===== src/rtl/load_store_unit.sv =====
// Memory-stage load/store engine: one request at a time, one or two RAM beats, sign/zero-extended loads.
// `LSU_MISALIGNED_SPLIT_EN` allows any alignment; word-crossing accesses then split into two beats.
module load_store_unit #(
  parameter int XLEN   = 32,
  parameter int ADDR_W = 32
) (
  input  logic              clk,
  input  logic              nrst,
  input  logic              req,
  input  logic              req_rd,
  input  logic              req_wr,
  input  logic [1:0]        req_size,
  input  logic              req_unsigned,
  input  logic [ADDR_W-1:0] req_addr,
  input  logic [XLEN-1:0]   req_wdata,
  output logic              ready,
  output logic              done,
  output logic              fault,
  output logic [XLEN-1:0]   rdata,
  output logic              dren,
  output logic [XLEN/8-1:0] dwen,
  output logic [ADDR_W-1:0] daddr,
  output logic [XLEN-1:0]   dstore,
  input  logic [XLEN-1:0]   dload,
  input  logic              dwait
);

  localparam int NB    = XLEN / 8;
  localparam int OFF_W = $clog2(NB);
`ifdef LSU_MISALIGNED_SPLIT_EN
  localparam int SPAN = 2;
`else
  localparam int SPAN = 1;
`endif

  typedef enum logic [1:0] {IDLE = 2'd0, BEAT0 = 2'd1, BEAT1 = 2'd2, RESP = 2'd3} state_t;

  state_t            state_q, state_d;
  logic              rd_q, rd_d;
  logic [1:0]        size_q, size_d;
  logic              uns_q, uns_d;
  logic [ADDR_W-1:0] addr_q, addr_d;
  logic [XLEN-1:0]   wdata_q, wdata_d;
  logic              fault_q, fault_d;
  logic [XLEN-1:0]   rdata_q, rdata_d;

  logic                   req_bad;
  logic [OFF_W-1:0]       off;
  logic [3:0]             nbytes;
  logic [ADDR_W-1:0]      base;
  logic [SPAN*NB-1:0]     lane_mask;
  logic [SPAN*NB-1:0]     be_all;
  logic [SPAN*XLEN-1:0]   st_all;
  logic [XLEN-1:0]        ld_lo;
`ifdef LSU_MISALIGNED_SPLIT_EN
  logic [XLEN-1:0]        acc_q, acc_d;
  logic                   crossing;
  logic [XLEN-1:0]        ld_hi;
`endif

  // Keeps the low nb bytes of v and fills the rest with the sign bit or zeros.
  function automatic logic [XLEN-1:0] extend(input logic [XLEN-1:0] v, input logic [3:0] nb,
                                             input logic uns);
    logic [XLEN-1:0] hi;
    int              top;
    logic            sgn;
    top = (8 * int'(nb) > XLEN) ? XLEN - 1 : 8 * int'(nb) - 1;
    hi  = {XLEN{1'b1}} << (8 * int'(nb));
    sgn = v[top[$clog2(XLEN)-1:0]] & ~uns;
    return sgn ? (v | hi) : (v & ~hi);
  endfunction

  always_comb begin
    req_bad = (req_rd == req_wr);
    if (XLEN == 32 && req_size == 2'b11) req_bad = 1'b1;
`ifndef LSU_MISALIGNED_SPLIT_EN
    if ((req_addr & ADDR_W'((32'd1 << req_size) - 32'd1)) != '0) req_bad = 1'b1;
`endif
  end

  assign off       = addr_q[OFF_W-1:0];
  assign nbytes    = 4'd1 << size_q;
  assign base      = {addr_q[ADDR_W-1:OFF_W], {OFF_W{1'b0}}};
  assign lane_mask = (SPAN*NB)'((32'd1 << nbytes) - 32'd1);
  // The upper half of these shifted vectors is exactly what the second beat carries.
  assign be_all    = lane_mask << off;
  assign st_all    = (SPAN*XLEN)'(wdata_q) << {off, 3'b000};
  assign ld_lo     = dload >> {off, 3'b000};
`ifdef LSU_MISALIGNED_SPLIT_EN
  assign crossing  = (32'(off) + 32'(nbytes)) > 32'(NB);
  assign ld_hi     = acc_q | (dload << ((32'(NB) - 32'(off)) << 3));
`endif

  always_ff @(posedge clk or negedge nrst) begin
    if (!nrst) state_q <= IDLE;
    else       state_q <= state_d;
  end

  always_comb begin
    state_d = state_q;
    case (state_q)
      IDLE:  if (req) state_d = req_bad ? RESP : BEAT0;
      BEAT0: if (!dwait) begin
`ifdef LSU_MISALIGNED_SPLIT_EN
        state_d = crossing ? BEAT1 : RESP;
`else
        state_d = RESP;
`endif
      end
`ifdef LSU_MISALIGNED_SPLIT_EN
      BEAT1: if (!dwait) state_d = RESP;
`endif
      RESP:    state_d = IDLE;
      default: state_d = IDLE;
    endcase
  end

  always_comb begin
    ready  = (state_q == IDLE);
    done   = (state_q == RESP);
    fault  = (state_q == RESP) & fault_q;
    rdata  = rdata_q;
    dren   = 1'b0;
    dwen   = '0;
    daddr  = '0;
    dstore = '0;
    case (state_q)
      BEAT0: begin
        daddr = base;
        if (rd_q) begin
          dren = 1'b1;
        end else begin
          dwen   = be_all[NB-1:0];
          dstore = st_all[XLEN-1:0];
        end
      end
`ifdef LSU_MISALIGNED_SPLIT_EN
      BEAT1: begin
        daddr = base + ADDR_W'(NB);
        if (rd_q) begin
          dren = 1'b1;
        end else begin
          dwen   = be_all[2*NB-1:NB];
          dstore = st_all[2*XLEN-1:XLEN];
        end
      end
`endif
      default: ;
    endcase
  end

  always_comb begin
    rd_d    = rd_q;
    size_d  = size_q;
    uns_d   = uns_q;
    addr_d  = addr_q;
    wdata_d = wdata_q;
    fault_d = fault_q;
    rdata_d = rdata_q;
`ifdef LSU_MISALIGNED_SPLIT_EN
    acc_d   = acc_q;
`endif
    case (state_q)
      IDLE: if (req) begin
        rd_d    = req_rd;
        size_d  = req_size;
        uns_d   = req_unsigned;
        addr_d  = req_addr;
        wdata_d = req_wdata;
        fault_d = req_bad;
      end
      BEAT0: if (!dwait) begin
`ifdef LSU_MISALIGNED_SPLIT_EN
        acc_d = ld_lo;
        if (rd_q && !crossing) rdata_d = extend(ld_lo, nbytes, uns_q);
`else
        if (rd_q) rdata_d = extend(ld_lo, nbytes, uns_q);
`endif
      end
`ifdef LSU_MISALIGNED_SPLIT_EN
      BEAT1: if (!dwait && rd_q) rdata_d = extend(ld_hi, nbytes, uns_q);
`endif
      default: ;
    endcase
  end

  always_ff @(posedge clk or negedge nrst) begin
    if (!nrst) begin
      rd_q    <= 1'b0;
      size_q  <= 2'b00;
      uns_q   <= 1'b0;
      addr_q  <= '0;
      wdata_q <= '0;
      fault_q <= 1'b0;
      rdata_q <= '0;
`ifdef LSU_MISALIGNED_SPLIT_EN
      acc_q   <= '0;
`endif
    end else begin
      rd_q    <= rd_d;
      size_q  <= size_d;
      uns_q   <= uns_d;
      addr_q  <= addr_d;
      wdata_q <= wdata_d;
      fault_q <= fault_d;
      rdata_q <= rdata_d;
`ifdef LSU_MISALIGNED_SPLIT_EN
      acc_q   <= acc_d;
`endif
    end
  end

endmodule


===== config.mk =====
export PLATFORM = sky130hd
export DESIGN_NAME = load_store_unit
export DESIGN_NICKNAME = d
export VERILOG_FILES = /design/src/rtl/load_store_unit.sv
export SDC_FILE = /design/constraint.sdc
export NUM_CORES = 1
export LEC_CHECK = 0
export CELL_PAD_IN_SITES_DETAIL_PLACEMENT = 1
export CELL_PAD_IN_SITES_GLOBAL_PLACEMENT = 1
export CORE_ASPECT_RATIO = 1.5
export CORE_MARGIN = 2
export CORE_UTILIZATION = 29
export DETAILED_ROUTE_END_ITERATION = 7
export PLACE_DENSITY = 0.86
export SLEW_MARGIN = 40
export SYNTH_ARGS = -nofsm -noshare
export SYNTH_HDL_FRONTEND = slang
export SYNTH_SLANG_ARGS = --single-unit

===== constraint.sdc =====
create_clock -name clk -period 1.7 [get_ports clk]
set_input_delay 0.425 -clock clk [delete_from_list [all_inputs] [get_ports clk]]
set_output_delay 0.425 -clock clk [all_outputs]
set_load 0.01 [all_outputs]

# == Word level (Yosys, flattened, before mapping) ==
# Cells that the tools add are included.
# totals
reg_bits,103
input_bits,105
mem_bits_ro,0
word_cells,56
latchBits,0
memories,0
ram_bits,0
out_inout_bits,104
# op_classes
mul,0
reduce_logical,5
bitwise,8
order_cmp,2
div_mod_pow,0
mux,17
n_eq_ne,6
n_addsub,3
shift,7
# op_table
operator,count
$mux 32,4
$and 32x32->32,2
$not 32->32,1
$or 32x32->32,1
$reduce_bool 32->1,1
$shl 1x2->32 const A,1
$shl 32x5->32,1
$shl 32x7->32 const A,1
$shr 32x5->32,1
$sub 32x1->32 const B,1
$mux 4,2
$gt 7x6->1 const B,1
$lt 5x6->1 const B,1
$mux 2,3
$bmux 1 s5,1
$mux 1,5
$mux 5,1
$sub 5x1->5 const B,1
$eq 2x2->1 const B,2
$ne 2x2->1 const B,2
$pmux 2 s2,1
$reduce_and 2->1,2
$shl 1x2->4 const A,1
$shl 1x4->4 const A,1
other kinds (8),10

# == Longest topological paths before layout ==
# Gate-level depths: netlist (run 1).
# logic_depth
depth_word,8
depth_mapped,7
mapped_depth_nobuf,7

# == Worst setup path after synthesis (run 1) ==
# Ideal clock, no wire load.
# synth_path
path_type,register to output
start,register addr_q[1]
end,output port dstore[0]
required_ns,1.275
path_slack_ns,-0.277
arrival_ns,1.552
stages_incl_launch_ff,6
n_path_buf,2
cell_sequence,dfrtp_1 > buf_2 > or3_1 > clkbuf_1 > nor2_2 > and2_1
# synth_via
elab_chain_cells,3
# synth_lines
element,line,text
from (decl),42,"logic [ADDR_W-1:0] addr_q, addr_d;"
from (signal assigned),203,addr_q <= addr_d;
$shl 32x5->32,87,"assign st_all = (SPAN*XLEN)'(wdata_q) << {off, 3'b000};"
$mux 32,130,if (rd_q) begin
$mux 32,127,case (state_q)
to (decl),23,"output logic [XLEN-1:0] dstore,"
# No other way between the ends.

# == Final worst setup path (run 1) ==
# layout_path
start,register state_q[0]
end,output port daddr[5]
# layout_via
elab_chain_cells,2
# layout_lines
element,line,text
from (decl),38,"state_t state_q, state_d;"
from (signal assigned),96,else state_q <= state_d;
$eq 2x1->1,127,
$mux 32,127,
to (decl),22,"output logic [ADDR_W-1:0] daddr,"
# No other way between the ends.

==> results.md, run 1 <==
* Die Footprint at between 15000 and 20000 µm²
* Clock transition at path regs at 0.08 ns
* FP Rows at 60
* Failing checks: setup timing
* Unrepaired setup endpoints after global routing: yes
* Synthesized area at 5370 µm²
* Final Instance Area at 9100 µm²
* Final Setup Violations at 91
* Max Cap Viol at 0
* Syn. warnings at 0
* Vias per inst at 5.01
* Port Buf Inserts at 206
* Via count at 5574
* Fin worst setup slack at -0.558 ns
* Final Power at 15.8 mW
* Dpl cell area at between 8000 and 9000 µm²
* DP HPWL at 14800 µm
* # IOs at between 200 and 250
* Flops & latches, synth at between 100 and 150
* Area leader, netlist: dfrtp_1
* Antenna viol nets, final at 0
* First-pass GRT wire length at 32500 µm
* Post-route DRC at 0
* Post-synth EDFFs at 0
* Nets at 997
* CORE AREA at 18000 µm²
* Starting DRT DRC Count at 198
* CTS root buf: clkbuf_16
* DR WL/cell at 19.3 µm
* Slew headroom at 0.640
* HP Class: input port to asynchronous set/reset pin
* H-tree levels at 3
* Crit end category: output pin
* Hold-fix buffer count after cts at 0
* CTS max path bufs at 2
* Cell Pwr Density at 1730 nW/µm²
* Hold Fails Final Rpt at 0
* Total GRT Usage at 0.214
* Critical Path RT at 1.27 ns
* Worst slew pin tran at 0.537 ns
* Leak Pwr at approximately 4.5 nW
* Total Wirelength at 21400 µm
* Pre-antenna DRT Iters at 4
* Layout cells sized above 1 at 0.304
* Largest net degree at the start of global routing at 75
* CTS Buf Count at 9
* Worst EP arrival at 1.83 ns
* Tmin final at 2.26 ns
* Setup CP Type: flop to output pin
* TritonCTS clock tree: yes
* Syn_area_per_cell at ~8.6 µm²
* Status: complete, but fails checks
* Initial core utilization at 0.298
* Top cells by area, synth: dfrtp_1 (48%), nand2_1 (15%), mux2i_1 (6.0%)
* Initial antenna violation count at 2
* Vias in the first global route at 6145
* Crit-path max FO at 7
* Fraction of the cycle the final worst path needs at 1.33
* GPL Wtd Cong at 0.838
* Max Slew Vio Count at 0
* Sequential share of the synthesized area at 0.480
* Fmax at 443 MHz
* Clk sinks at 103
* Synth Instances at 622
* Die H at 171 µm
* Primary FF master, synth: dfrtp_1
* Skew-Pair Late Insertion Delay at 0.35 ns
* Share of the synthesized area in the top cell type at 0.480
* Async set-reset flop share out of synthesis at 1.00
* Netlist cell types at 47
* Clock Skews at 0.00759 ns
* Peak supply drop at 0.000670 V
* Syn-to-layout area delta at 69.6%
* Critical path startpoint category: flop
* Die W at 115 µm
* Remaining global-route overflow at 0
* # fillers at 2005
critical path, stage by stage, from the launching register on:
cell and delay (ns):
dfrtp_1 0.41, buf_4 0.15, nor2b_4 0.13, buf_4 0.13, buf_6 0.12, buf_16 0.13
buf_12 0.12, and2_1 0.15, buf_2 0.13
worst paths after layout:
check | endpoint | depth (start not counted) | slack (ns) | start
min in group clk | addr_q[27]$_DFFE_PN0P_ | 3 | 0.43 | req_addr[27]
worst min-delay path | wdata_q[2]$_DFFE_PN0P_ | 2 | 0.08 | nrst
worst max-delay path | daddr[5] | 8 | -0.56 | state_q[0]$_DFFE_PN0P_
worst max register to register | rdata[27]$_DFFE_PN0P_ | 5 | -0.26 | addr_q[0]$_DFFE_PN0P_
worst min register to register | addr_q[26]$_DFFE_PN0P_ | 2 | 0.47 | addr_q[26]$_DFFE_PN0P_
max in group asynchronous | addr_q[1]$_DFFE_PN0P_ | 2 | 1.23 | nrst
Yosys cell counts, types with 2 or more instances:
master	count
nor3_1	5
nand2_1	219
clkbuf_1	24
buf_6	3
buf_2	11
mux2i_1	32
buf_1	3
nor2b_1	11
nor2_1	39
nand3b_1	3
a21oi_1	23
o211ai_1	2
buf_4	4
dfrtp_1	103
nand2b_1	5
mux2_2	7
a22o_1	7
nor4_1	3
a221o_1	14
nand3_1	2
ha_1	2
o21ai_0	17
and2_1	41
a211oi_1	16
inv_1	4
stage by stage:
step	util	worst slack, ns	std cells	TNS (ns)	hold slack [ns]
after global placement	0.458	-0.606	1076	-42.73	0.450
after CTS	0.486	-0.585	1106	-33.29	0.113
after detailed placement	0.458	-0.633	1076	-46.32	0.456
final	0.505	-0.558	1113	-35.05	0.0823
after global routing	0.505	-0.618	1113	-41.55	0.124
after floorplan	-	-0.174	623	-1.49	0.129
cells in the final DEF, fill, tap and decap left out, types with 8 or more instances in the layout:
cell / instances
a211oi_1: 8
a211oi_2: 8
a21oi_1: 18
a221o_1: 14
and2_1: 18
and2_4: 22
buf_12: 16
buf_2: 35
buf_4: 56
buf_6: 44
clkbuf_16: 10
clkdlybuf4s50_1: 100
dfrtp_1: 101
dlygate4sd2_1: 18
dlymetal6s2s_1: 15
mux2i_1: 26
nand2_1: 217
nor2_1: 25
nor2_2: 8
nor2b_1: 8
o21ai_0: 14
layout make-up:
| type | count | area (µm²) | area share |
|---|---|---|---|
| flip-flops and latches | 103 | 2580 | 0.284 |
| clock buffers | 10 | 239 | 0.0263 |
| inverters | 4 | 15.0 | 0.00165 |
| repair buffers | 300 | 3000 | 0.329 |
| multi-input cells | 472 | 2940 | 0.323 |
| well taps | 217 | 272 | 0.0298 |
| diodes | 1 | 2.50 | 0.000275 |
| clock inverters | 6 | 52.6 | 0.00577 |
routing by layer:
layer | wire length, µm | track usage
met4 | 854 | 0.111
met5 | 7 | 0
met1 | 8190 | 0.240
met2 | 11300 | 0.381
met3 | 1060 | 0.0414
cell families after synthesis:
| logic type | Yosys count | share of synthesized area |
|---|---|---|
| AND/OR/NAND/NOR | 338 | 0.275 |
| flip-flops | 103 | 0.480 |
| AO/OA/AOI/OAI | 88 | 0.115 |
| buffers and inverters | 49 | 0.0438 |
| multiplexers | 40 | 0.0786 |
| adder cells (fa/ha/maj) | 2 | 0.00466 |
| other | 1 | 0.000699 |
| XOR/XNOR | 1 | 0.00163 |
sequential cells by signal, indices dropped and copies added (netlist names):
register	count
addr_q	32
fault_q	1
rd_q	1
rdata	32
size_q	2
state_q	2
uns_q	1
wdata_q	32
what timing repair did:
| action | in CTS | in global routing |
|---|---|---|
| pin swaps | 7 | 7 |
| cloned | 3 | 1 |
| gates resized for setup | 353 | 94 |
| setup buffers | 11 | 6 |
| endpoints found under the setup margin | 115 | 117 |
power by group:
| group | switching (mW) | internal (mW) | total [mW] |
|---|---|---|---|
| combinational | 4.62 | 4.73 | 9.34 |
| sequential | 0.773 | 3.59 | 4.36 |
| clock | 1.01 | 1.06 | 2.07 |
No activity file was read; power rests on OpenSTA's default activity.
==> inputs of run 2 (changes only) <==
- CORE_MARGIN: 2 -> 10
- CORE_UTILIZATION: 29 -> 32
- PLACE_DENSITY: 0.86 -> 0.89
- clock period: 1.7 -> 2.1 ns (I/O delays scaled with it)
==> results.md, run 2 (synthesis results as in run 1) <==
* Final Instance Area at 8710 µm² (-4.3%)
* Via count at 5506 (-1.2%)
* Final Setup Violations at 68 (-25%)
* Port Buf Inserts at 206 (unchanged)
* Met1 Usage GRT at 0.192 (-0.0483)
* Syn-to-layout area delta at 62.4%
* Post-place setup slack at -0.358 ns (+0.274 ns)
* Skew-Pair Late Insertion Delay at 0.36 ns (about the same)
* Clock Skews at 0.0110 ns (+0.00340 ns)
* Post-route DRC at 0 (unchanged)
* Worst EP arrival at 1.81 ns (-0.02 ns)
* Die Footprint at 22500 µm² (+14%)
* Hold Fails Final Rpt at 0 (unchanged)
* Dpl cell area at 7980 µm² (-3.2%)
* Final Power at 12.6 mW (-20%)
* CTS root buf: clkbuf_16
* FP Rows at 57 (-5.0%)
* First-pass GRT wire length at 34200 µm (+5.0%)
* Reg area at 2580 µm² (unchanged)
* Max Cap Viol at 0 (unchanged)
* Max Slew Vio Count at 0 (unchanged)
* DP HPWL at 16400 µm (+11%)
* Layout cells sized above 1 at 0.268 (-0.0362)
* CP startpoint: state_q[1]$_DFFE_PN0P_
* Busiest grt layer: met2
* Placed cells at 1046 (-2.8%)
* # fillers at 1864 (-7.0%)
* Reg2Reg Depth at 8 (+3)
* Clk sinks at 103 (unchanged)
* Starting DRT DRC Count at 331 (+67%)
* Non-Filler Instances at 1082 (-2.8%)
* Reg2reg start: addr_q[0]$_DFFE_PN0P_
* Cell Pwr Density at 1450 nW/µm² (-17%)
* Crit-path max FO at 5 (-2)
* Vias per inst at 5.09 (+1.6%)
* Commonest cells after routing, fill and taps aside: nand2_1 (218), clkdlybuf4s50_1 (135), dfrtp_1 (101), buf_4 (50), buf_2 (41)
* GPL Wtd Cong at 0.842 (+0.45%)
* Vias in the first global route at 6092 (-0.86%)
* CTS Buf Count at 9 (unchanged)
* Initial core utilization at 0.329 (+0.0307)
* CTS max path bufs at 2 (unchanged)
* Unrepaired setup endpoints after global routing: yes
* HP Class: input port to asynchronous set/reset pin
* Crit end category: output pin
* Remaining global-route overflow at 0 (unchanged)
* CORE AREA at 16300 µm² (-9.4%)
* Multi-input logic area at 2870 µm² (-2.6%)
* Antenna viol nets, final at 0 (unchanged)
* Capture point of the worst reg-to-reg path: rdata[30]$_DFFE_PN0P_
* Setup CP Type: flop to output pin
* Critical Path RT at 1.57 ns (+0.30 ns)
* Pre-antenna DRT Iters at 6 (+2)
* Failing checks: setup timing
* Fin worst setup slack at -0.232 ns (+0.326 ns)
* Hold-fix buffer count after cts at 0 (unchanged)
* Hold Slack at 0.0751 ns (-0.00729 ns)
* Fmax at 429 MHz
* Total GRT Usage at 0.192 (-0.0227)
* Die H at 179 µm (+4.7%)
* H-tree levels at 3 (unchanged)
* Largest net degree at the start of global routing at 35 (-53%)
* Clock transition at path regs at 0.07 ns (about the same)
* Tmin final at 2.33 ns
* Critical path startpoint category: flop
* Nets at 976 (-2.1%)
* Total Wirelength at 23000 µm (+7.1%)
* DR WL/cell at 21.2 µm (+10%)
* Fraction of the cycle the final worst path needs at 1.11
* Die W at 126 µm (+9.3%)
* Status: complete, but fails checks
* M2 GR Usage at 0.358 (-0.0232)
* Leading cell type in the layout, fill and taps excluded: nand2_1
* Leak Pwr at 4.13 nW (-8.6%)
* Peak supply drop at 0.000621 V (-7.3%)
* Initial antenna violation count at 5 (+3)
* Slew headroom at 0.612 (-0.0280)
* GRT met3 Usage at 0.0594 (+0.0180)
* Worst slew pin tran at 0.580 ns (+0.0428 ns)
* # IOs at 209 (unchanged)
* TritonCTS clock tree: yes
* Worst R2R Setup Slack at -0.01 ns (+0.25 ns)
==> run 2: cell count changes in the layout (fill, tap and decap cells not counted), moves of 7 or more <==
cell	delta
buf_6	-10
dlygate4sd2_1	-15
dlymetal6s2s_1	-15
clkdlybuf4s15_2	-7
clkdlybuf4s50_1	+35
==> run 2: report_power, final <==
| part | internal (mW) | total, mW | leakage (nW) | switching, mW |
|---|---|---|---|---|
| sequential | 2.90 | 3.60 | 1.29 | 0.699 |
| combinational | 3.60 | 7.25 | 2.70 | 3.64 |
| clock | 0.962 | 1.76 | 0.145 | 0.795 |
| total | 7.47 | 12.6 | 4.13 | 5.14 |
==> run 2: through the flow <==
step           TNS [ns]  utilization
6_report         -10.60        0.533
5_1_grt          -16.23        0.533
4_1_cts           -7.77        0.514
3_5_place_dp     -14.39        0.489
3_3_place_gp     -10.53        0.489
2_1_floorplan         0            -
==> run 2: worst max path at each step <==
stage / endpoint / slack, ns / cells after the start
finish: dstore[3] / -0.23 / 6
detailed placement: rdata[30]$_DFFE_PN0P_ / -0.36 / 5
global route: dstore[20] / -0.29 / 6
CTS: dstore[3] / -0.26 / 6
floorplan: dstore[0] / 0.02 / 5
global placement: dwen[1] / -0.23 / 5
==> run 2: layer usage <==
| metal | share of wire | up-vias |
|---|---|---|
| li1 | - | 2564 |
| met1 | 0.36 | 2727 |
| met2 | 0.55 | 177 |
| met3 | 0.071 | 32 |
| met4 | 0.026 | 6 |
| met5 | 0.0020 | - |
==> run 2: layout make-up <==
type                            count  share of cell area
Multi-Input combinational cell    471               0.329
Timing Repair Buffer              280               0.308
Sequential cell                   103               0.296
Tap cell                          206              0.0296
Clock buffer                       10              0.0274
Clock inverter                      6             0.00776
Inverter                            4             0.00172
Antenna cell                        2            0.000575
==> run 2: what timing repair did <==
item                                    CTS  global route
setup buffers                            10             6
pin swaps                                 6             6
cloned                                    2             3
endpoints found under the hold margin     0             0
resized for setup                       330            78
endpoints found under the setup margin   93            87
==> run 2: worst max-delay path, cell delays in order, from the launching register on <==
cell,delay (ns)
dfrtp_1,0.39
nand2b_4,0.15
or3_4,0.36
nor2_4,0.15
buf_6,0.16
and2_4,0.14
buf_6,0.09
==> inputs of run 3 (changes only) <==
- CORE_MARGIN: 10 -> 4
==> results.md, run 3 (synthesis results as in run 1) <==
* Initial antenna violation count at 3 (-2)
* Port Buf Inserts at 206 (unchanged)
* DR WL/cell at 21.0 µm (-1.2%)
* Worst slew pin tran at 0.642 ns (+0.0626 ns)
* Cell Pwr Density at 1510 nW/µm² (+4.3%)
* # IOs at 209 (unchanged)
* Die H at 167 µm (-6.7%)
* Status: complete, but fails checks
* Crit end category: output pin
* Failing checks: setup timing
* Critical Path RT at 1.57 ns (about the same)
* HP Class: input port to asynchronous set/reset pin
* Commonest cells after routing, fill and taps aside: nand2_1 (218), clkdlybuf4s50_1 (135), dfrtp_1 (101), buf_6 (49), buf_4 (46)
* DP HPWL at 14600 µm (-11%)
* Max Slew Vio Count at 0 (unchanged)
* Clock Skews at 0.00539 ns (-0.00559 ns)
* TritonCTS clock tree: yes
* Reg2Reg Depth at 7 (-1)
* Skew-Pair Late Insertion Delay at 0.36 ns (about the same)
* Clock transition at path regs at 0.07 ns (about the same)
* Final Power at 13.9 mW (+10%)
* Pre-antenna DRT Iters at 4 (-2)
* Antenna viol nets, final at 0 (unchanged)
* Total Wirelength at 23100 µm (+0.48%)
* Syn-to-layout area delta at 71.8%
* Worst EP arrival at 1.83 ns (+0.02 ns)
* Placed cells at 1046 (unchanged)
* Worst-path cell chain: buf_6, nor2b_4, buf_6, nand2b_4, buf_16, a211oi_4, buf_2
* CP startpoint: state_q[1]$_DFFE_PN0P_
* Final Setup Violations at 58 (-15%)
* Leading cell type in the layout, fill and taps excluded: nand2_1
* H-tree levels at 3 (unchanged)
* Crit-path most repeated cell: buf_6
* Hold Fails Final Rpt at 0 (unchanged)
* Slew headroom at 0.570 (-0.0419)
* Leak Pwr at 4.30 nW (+4.1%)
* Total GRT Usage at 0.235 (+0.0430)
* Unrepaired setup endpoints after global routing: yes
* CORE AREA at 16300 µm² (unchanged)
* Fraction of the cycle the final worst path needs at 1.12 (+0.0122)
* Crit-path max FO at 7 (+2)
* CTS max path bufs at 2 (unchanged)
* Largest net degree at the start of global routing at 45 (+29%)
* Max Cap Viol at 0 (unchanged)
* Fin Setup TNS at -8.82 ns (+1.77 ns)
* Remaining global-route overflow at 0 (unchanged)
* Starting DRT DRC Count at 345 (+4.2%)
* Worst R2R Setup Slack at 0.06 ns (+0.07 ns)
* Reg2reg start: addr_q[0]$_DFFE_PN0P_
* GPL Wtd Cong at 0.866 (+2.9%)
* Vias per inst at 5.11 (+0.47%)
* Non-Filler Instances at 1100 (+1.7%)
* Initial core utilization at 0.329 (unchanged)
* Peak supply drop at 0.000642 V (+3.4%)
* Post-route DRC at 0 (unchanged)
* Fmax at 424 MHz (-1.1%)
* CTS Buf Count at 9 (unchanged)
* FP Rows at 57 (unchanged)
* Clk sinks at 103 (unchanged)
* Capture point of the worst reg-to-reg path: rdata[18]$_DFFE_PN0P_
* First-pass GRT wire length at 34800 µm (+1.8%)
* CP Capture Point: dstore[26]
* Tmin final at 2.36 ns (+0.0256 ns)
* Layout cells sized above 1 at 0.309 (+0.0409)
* Slowest-stage cell, CP: dfrtp_1
* Post-place setup slack at -0.245 ns (+0.113 ns)
* CTS root buf: clkbuf_16
* Fin worst setup slack at -0.258 ns (-0.0256 ns)
* Die Footprint at 18900 µm² (-16%)
* Largest stage delay on the critical path at 0.41 ns (+0.02 ns)
* Setup CP Type: flop to output pin
* Vias in the first global route at 6292 (+3.3%)
* Nets at 993 (+1.7%)
* Die W at 114 µm (-9.5%)
* Via count at 5624 (+2.1%)
* Critical path startpoint category: flop
run 3: worst min path at each step:
stage	from	to	slack [ns]	cells after the start
2_1_floorplan	nrst	addr_q[0]$_DFFE_PN0P_	0.23	0
3_3_place_gp	addr_q[15]$_DFFE_PN0P_	addr_q[15]$_DFFE_PN0P_	0.45	2
3_5_place_dp	addr_q[9]$_DFFE_PN0P_	addr_q[9]$_DFFE_PN0P_	0.45	2
4_1_cts	nrst	wdata_q[3]$_DFFE_PN0P_	0.14	1
5_1_grt	nrst	wdata_q[3]$_DFFE_PN0P_	0.16	1
6_report	nrst	wdata_q[3]$_DFFE_PN0P_	0.12	1
run 3: routing by layer:
layer	vias to the layer above	wire, µm	global-route usage	share of wire
li1	2591	-	-	-
met1	2780	8580	0.261	0.37
met2	199	12400	0.414	0.54
met3	54	1100	0.0359	0.048
met4	0	1020	0.141	0.044
met5	-	0	0	0
run 3: power by group:
part / internal (mW) / total [mW] / switching (mW)
Clock: 1.11 / 1.92 / 0.806
Sequential: 2.90 / 3.68 / 0.775
Combinational: 4.30 / 8.31 / 4.02
run 3: through the flow:
step	hold WS, ns	instance area, µm²	util
after floorplan	0.229	5370	-
after global placement	0.449	8000	0.490
after detailed placement	0.454	8000	0.490
after CTS	0.140	8820	0.540
after global routing	0.156	9220	0.564
final	0.121	9220	0.564
run 3: cell type report:
type                            instances  area (µm²)
Tap cell                              206         258
Clock buffer                           11         253
Timing Repair Buffer                  297        2990
Sequential cell                       103        2580
Multi-Input combinational cell        471        3040
Clock inverter                          5        80.1
Antenna cell                            3        7.51
Inverter                                4        15.0
Fill cell                            1770        7110
run 3: what timing repair did:
| action | 4_1_cts | 5_1_grt |
|---|---|---|
| pin swaps | 8 | 12 |
| hold buffers | 0 | 0 |
| resized for setup | 357 | 105 |
| cloned | 8 | 0 |
| buffers inserted | 23 | 9 |
| endpoints found under the setup margin | 69 | 91 |
| endpoints found under the hold margin | 0 | 0 |
run 3: worst max-delay path, delay by kind of cell (launching register included):
family	cells	cell delay (ns)
flops	1	0.41
compound gates	1	0.25
simple gates	2	0.22
buf+inv	4	0.60
